--- config.mk ---
export PLATFORM = sky130hd
export DESIGN_NAME = fb_arbiter
export DESIGN_NICKNAME = d
export VERILOG_FILES = /design/src/rtl/fb_arbiter.sv
export SDC_FILE = /design/constraint.sdc
export NUM_CORES = 1
export LEC_CHECK = 0
export CAP_MARGIN = 5
export CORE_MARGIN = 8
export CORE_UTILIZATION = 44
export DETAILED_ROUTE_END_ITERATION = 8
export PLACE_DENSITY = 0.86
export SYNTH_ARGS = -nofsm -noshare
export SYNTH_HDL_FRONTEND = slang
export SYNTH_SLANG_ARGS = --single-unit
export TNS_END_PERCENT = 10
--- constraint.sdc ---
create_clock -name clk -period 1.73 [get_ports clk]
set_input_delay 0.346 -clock clk [delete_from_list [all_inputs] [get_ports clk]]
set_output_delay 0.346 -clock clk [all_outputs]
set_load 0.005 [all_outputs]
--- src/rtl/fb_arbiter.sv ---
`default_nettype none
// +----------------------------------------------------------------------------+
// | fb_arbiter: shares a single-port framebuffer RAM between VGA scan-out and   |
// | host pixel writes. Display fetch always wins; writes fill the idle slots.   |
// | Revision: 1.0                                                               |
// +----------------------------------------------------------------------------+
module fb_arbiter #(
  parameter int unsigned FB_W       = 160,
  parameter int unsigned FB_H       = 120,
  parameter int unsigned SCALE_LOG2 = 2
) (
  input  logic        clk,
  input  logic        rst_n,
  input  logic [9:0]  x,
  input  logic [8:0]  y,
  input  logic        active,
  input  logic        hs,
  input  logic        vs,
  input  logic        wr_vblank_only,
  input  logic        wr_valid,
  input  logic [14:0] wr_addr,
  input  logic [7:0]  wr_data,
  output logic        wr_ready,
  output logic        mem_en,
  output logic        mem_we,
  output logic [14:0] mem_addr,
  output logic [7:0]  mem_wdata,
  input  logic [7:0]  mem_rdata,
  output logic [7:0]  pix_rgb,
  output logic        hs_o,
  output logic        vs_o,
  output logic        active_o,
  output logic        frame_tick,
  output logic [7:0]  wr_drop_cnt
);

  localparam logic [31:0] c_fb_size   = 32'(FB_W * FB_H);
  localparam logic [8:0]  c_vblank_y  = 9'd480;

  logic        w_fetch_slot;
  logic [14:0] w_fetch_addr;
  logic        w_wr_xfer;
  logic        w_wr_in_range;

  logic        mem_en_q, mem_en_d;
  logic        mem_we_q, mem_we_d;
  logic [14:0] mem_addr_q, mem_addr_d;
  logic [7:0]  mem_wdata_q, mem_wdata_d;
  logic        rd_q, rd_d;
  logic [7:0]  pix_q, pix_d;
  logic [2:0]  hs_pipe_q, hs_pipe_d;
  logic [2:0]  vs_pipe_q, vs_pipe_d;
  logic [2:0]  act_pipe_q, act_pipe_d;
  logic        vs_hist_q, vs_hist_d;
  logic        frame_tick_q, frame_tick_d;
  logic [7:0]  drop_q, drop_d;

  assign w_fetch_slot  = active && (x[SCALE_LOG2-1:0] == '0);
  assign w_fetch_addr  = 15'((32'(y) >> SCALE_LOG2) * FB_W + (32'(x) >> SCALE_LOG2));
  // Reset gates the handshake so a host write can never slip in while held.
  assign wr_ready      = rst_n && !w_fetch_slot && (!wr_vblank_only || (y >= c_vblank_y));
  assign w_wr_xfer     = wr_valid && wr_ready;
  assign w_wr_in_range = {17'd0, wr_addr} < c_fb_size;

  always_comb begin
    mem_en_d     = 1'b0;
    mem_we_d     = 1'b0;
    mem_addr_d   = mem_addr_q;
    mem_wdata_d  = mem_wdata_q;
    drop_d       = drop_q;
    if (w_fetch_slot) begin
      mem_en_d   = 1'b1;
      mem_addr_d = w_fetch_addr;
    end else if (w_wr_xfer) begin
      if (w_wr_in_range) begin
        mem_en_d    = 1'b1;
        mem_we_d    = 1'b1;
        mem_addr_d  = wr_addr;
        mem_wdata_d = wr_data;
      end else if (drop_q != 8'hFF) begin
        drop_d = drop_q + 8'd1;
      end
    end
    // RAM returns data the cycle after it sees the read; capture one edge later.
    rd_d         = mem_en_q && !mem_we_q;
    pix_d        = rd_q ? mem_rdata : pix_q;
    hs_pipe_d    = {hs_pipe_q[1:0], hs};
    vs_pipe_d    = {vs_pipe_q[1:0], vs};
    act_pipe_d   = {act_pipe_q[1:0], active};
    vs_hist_d    = vs;
    frame_tick_d = vs_hist_q && !vs;
  end

  always_ff @(posedge clk or negedge rst_n) begin
    if (!rst_n) begin
      mem_en_q     <= 1'b0;
      mem_we_q     <= 1'b0;
      mem_addr_q   <= '0;
      mem_wdata_q  <= '0;
      rd_q         <= 1'b0;
      pix_q        <= '0;
      hs_pipe_q    <= 3'b111;
      vs_pipe_q    <= 3'b111;
      act_pipe_q   <= 3'b000;
      vs_hist_q    <= 1'b1;
      frame_tick_q <= 1'b0;
      drop_q       <= '0;
    end else begin
      mem_en_q     <= mem_en_d;
      mem_we_q     <= mem_we_d;
      mem_addr_q   <= mem_addr_d;
      mem_wdata_q  <= mem_wdata_d;
      rd_q         <= rd_d;
      pix_q        <= pix_d;
      hs_pipe_q    <= hs_pipe_d;
      vs_pipe_q    <= vs_pipe_d;
      act_pipe_q   <= act_pipe_d;
      vs_hist_q    <= vs_hist_d;
      frame_tick_q <= frame_tick_d;
      drop_q       <= drop_d;
    end
  end

  assign mem_en      = mem_en_q;
  assign mem_we      = mem_we_q;
  assign mem_addr    = mem_addr_q;
  assign mem_wdata   = mem_wdata_q;
  assign hs_o        = hs_pipe_q[2];
  assign vs_o        = vs_pipe_q[2];
  assign active_o    = act_pipe_q[2];
  assign pix_rgb     = act_pipe_q[2] ? pix_q : 8'h00;
  assign frame_tick  = frame_tick_q;
  assign wr_drop_cnt = drop_q;

endmodule
`default_nettype wire

==> summary.txt <==
Clocking
  • Root Buffer Master: sky130_fd_sc_hd__clkbuf_8
  • CTS H-tree depth: 2
  • Number of clock sinks seen by CTS: 52
  • Clock transition at the registers of the reported paths: 0.09 ns
  • TritonCTS clock tree: built
  • Bufs on Longest Clock Path: 2
  • Clock latency on the worst-skew pair: 0.30 ns
  • Number of buffers added to fix hold violations after cts: 0
  • Total clock buffers created by CTS: 5

Synth
  • Part of the Yosys area used for sequential elements: 49.6%
  • Adder-Cell Fraction of Synth Area: 8.16%
  • Yosys cell types: 45
  • Most instantiated flip-flop cell in the synthesis netlist: sky130_fd_sc_hd__dfrtp_1
  • Cell types occupying the most area after synthesis: sky130_fd_sc_hd__dfrtp_1 44%, sky130_fd_sc_hd__ha_1 6.6%, sky130_fd_sc_hd__dfstp_2 6.0%
  • Post-synthesis share of cell area spent on xor and xnor gates: 4.98%
  • Top cell type's share of synthesized area: 43.6%
  • Mean post-synth cell area: 10.7 sq um
  • Flops & latches, synth: 52
  • Yosys warns: 0
  • Area share of and/or/nand/nor cells after synthesis: 18.0%
  • Gate count of the mapped netlist: 247
  • Number of nets in the synthesized netlist: 320
  • Post-synthesis mux area share: 6.12%
  • Cell accounting for the most synthesized area: sky130_fd_sc_hd__dfrtp_1
  • Fraction of the mapped netlist area in compound gates: 9.29%
  • EDFF count, synth: 0
  • Syn Std Cell Area: 0.00264 sq mm
  • Async SR Flop Fraction: 100%
  • Largest family of logic cells by synthesized area: simple AND/OR/NAND/NOR gates

Worst setup path
  • Type of destination of the critical path: flip-flop
  • Register-to-register path setup slack: 0.06 ns
  • Count of cells along the worst register-to-register path: 6
  • Delay contributed by the slowest stage of the critical path: 0.36 ns
  • Required arrival time at the worst endpoint: 1.96 ns
  • Nature of the critical path startpoint: input pin
  • Critical path's slowest cell: sky130_fd_sc_hd__o311a_1
  • Worst path cell trace: buf_8 -> buf_6 -> ha_4 -> ha_4 -> o21ai_2 -> o21ai_1 -> nor4b_2 -> buf_4 -> o311a_1 -> a21oi_2
  • Type of the setup path with the least slack: in -> reg
  • Largest fanout on the critical path: 3
  • Cell family contributing the most delay on the critical path: compound AO/OA/AOI/OAI gates
  • Endpoint of the lowest-slack register-to-register path: wr_drop_cnt[1]$_DFFE_PN0P_
  • Reg-to-Reg Start: wr_drop_cnt[0]$_DFFE_PN0P_
  • Most frequent cell on the critical path: sky130_fd_sc_hd__ha_4
  • Number of buffer and inverter instances along the worst setup path: 3
  • Data arrival, critical path: 2.13 ns

Layout
  • Most common library cell in the layout ignoring fill and taps: sky130_fd_sc_hd__clkdlybuf4s50_1
  • # fillers: 351
  • Final Net Count: 465
  • Area overhead of the layout relative to synthesis: 70.8%
  • Final antenna diode count: 0
  • Share of layout cells above drive strength 1: 31.0%
  • Commonest non-fill, non-tap cells in the layout: 76 x sky130_fd_sc_hd__clkdlybuf4s50_1, 45 x sky130_fd_sc_hd__dfrtp_1, 39 x sky130_fd_sc_hd__buf_4, 35 x sky130_fd_sc_hd__nand2_1, 16 x sky130_fd_sc_hd__nor2_1

Timing
  • Smallest setup slack after layout: -0.161 ns
  • Slew of the pin with the lowest slew margin: 0.635 ns
  • Total of endpoints with negative setup slack in the final report: 6
  • Setup repair after global routing missed its margin: true
  • Fmax achieved: 0.529 GHz
  • Final worst path period share: 109%
  • Final hold violation count: 0
  • Worst Skew: 0.00456 ns
  • Total negative slack for setup checks: -0.549 ns
  • Worst max-slew margin expressed relative to the limit: 57.6%
  • Pins over their slew limit: 0
  • Period minus WS final: 1.89 ns

Drt
  • Post-detailed-route via-to-cell ratio: 5.13
  • Vias: 2399
  • Post-route DRC violation count: 0
  • Post-Route WL: 8.06 mm
  • Antenna Nets Post-Route: 0
  • First-pass iteration count of the detailed router: 4
  • Routed WL per cell: 17.2 um
  • 1st-iter DRT viols: 63

Floorplan
  • Number of placed I/O pins: 103
  • Area of the placeable core: 0.00585 sq mm
  • Die Area: 0.00873 sq mm
  • Die Y-Extent: 93.4 um
  • Row count: 28
  • Starting density of the core: 45.1%
  • Chip width: 93.4 um

Power and ir drop
  • Leakage power: 0.00208 uW
  • Largest voltage drop on the vdd net: 0.499 mV
  • PwrDens: 894 mW/mm^2
  • Post-route total power: 4030 uW

Status
  • Status: finished with violations
  • Violated checks: negative setup slack

Global route
  • First-pass GRT wire length: 12.8 mm
  • Sum of overflow across all layers after global routing: 0
  • Combined global-route utilization of all metal layers: 18.4%
  • Number of antenna violations at the first check in global routing: 0
  • Pin count of the biggest net entering global routing: 53
  • Via count of the first global-routing pass: 2585

Placed design
  • Estimated wirelength of the detail-placed design: 6.01 mm
  • Port buffer count: 100
  • Routability congestion estimate: 0.843

Run
  • Max Cap Violations: 0

Worst hold path
  • HP Class: in -> async
cell type report:
class                           instances  area (sq um)  area share (%)
Clock buffer                            6          72.6            1.61
Clock inverter                          2          60.1            1.33
Inverter                               13          50.0            1.11
Multi-Input combinational cell        174          1540            34.1
Sequential cell                        52          1310            29.1
Tap cell                               75          93.8            2.08
Timing Repair Buffer                  146          1390            30.8
Yosys cell counts, types with 4 or more instances:
| master | instances |
|---|---|
| sky130_fd_sc_hd__xor2_1 | 7 |
| sky130_fd_sc_hd__o22ai_1 | 8 |
| sky130_fd_sc_hd__ha_1 | 14 |
| sky130_fd_sc_hd__and2_1 | 9 |
| sky130_fd_sc_hd__dfstp_2 | 6 |
| sky130_fd_sc_hd__nand2_1 | 35 |
| sky130_fd_sc_hd__xnor2_1 | 8 |
| sky130_fd_sc_hd__mux2_2 | 9 |
| sky130_fd_sc_hd__inv_1 | 12 |
| sky130_fd_sc_hd__mux2i_1 | 6 |
| sky130_fd_sc_hd__o21ai_0 | 5 |
| sky130_fd_sc_hd__nor3_1 | 9 |
| sky130_fd_sc_hd__nor2_1 | 17 |
| sky130_fd_sc_hd__a211oi_1 | 4 |
| sky130_fd_sc_hd__dfrtp_1 | 46 |
| sky130_fd_sc_hd__nor2b_1 | 4 |
| sky130_fd_sc_hd__a31oi_1 | 4 |
logic make-up (layout without fill, tap and decap cells):
family	Yosys count	in the layout
AOI/OAI and AO/OA	35	35
adders and majority gates	16	16
buffers and inverters	21	167
muxes	15	15
xor gates and xnor gates	15	15
and+or+nand+nor	93	93
DFF	52	52
report_power, final:
part           internal, uW  total (uW)  switching (uW)
Combinational           910        1470             562
Sequential             1450        1590             142
Clock                   578         965             387
Total                  2940        4030            1090
routing by layer:
layer | vias up | part of all wire [%] | track usage, %
li1 | 1134 | - | -
met1 | 1177 | 39 | 20.2
met2 | 77 | 54 | 34.2
met3 | 11 | 5.8 | 4.57
met4 | 0 | 1.2 | 4.83
met5 | - | 0 | 0
per-stage QoR:
stage | setup WS (ns) | std cells | hold slack [ns] | instance area, sq um | utilization [%]
CTS | -0.243 | 466 | 0.198 | 4410 | 75.3
global route | -0.248 | 468 | 0.237 | 4510 | 77.1
floorplan | -0.304 | 247 | 0.0504 | 2700 | -
detailed placement | -0.961 | 452 | 0.347 | 4050 | 69.1
global placement | -0.868 | 452 | 0.337 | 4050 | 69.1
finish | -0.161 | 468 | 0.173 | 4510 | 77.1
flip-flops by register name, summed over array words and instances (netlist names):
register	count
act_pipe_q	3
frame_tick	1
hs_pipe_q	3
mem_addr	15
mem_en	1
mem_wdata	8
mem_we	1
pix_q	8
rd_q	1
vs_pipe_q	3
wr_drop_cnt	8
what timing repair did:
item	in CTS	in global routing
buffers inserted	6	2
endpoints found under the setup margin	42	36
gates resized for setup	67	34
pin swaps	20	24
how the worst max path moves through the flow:
stage                                     to  from  depth (start not counted)
floorplan           mem_addr[14]$_DFFE_PN0P_  y[5]                          9
global placement    mem_addr[14]$_DFFE_PN0P_  y[5]                         10
detailed placement  mem_addr[13]$_DFFE_PN0P_  y[4]                          8
CTS                 mem_addr[14]$_DFFE_PN0P_  y[3]                         10
global route        mem_addr[14]$_DFFE_PN0P_  y[5]                         10
finish              mem_addr[14]$_DFFE_PN0P_  y[5]                         10
(Power assumes the default switching activity.)
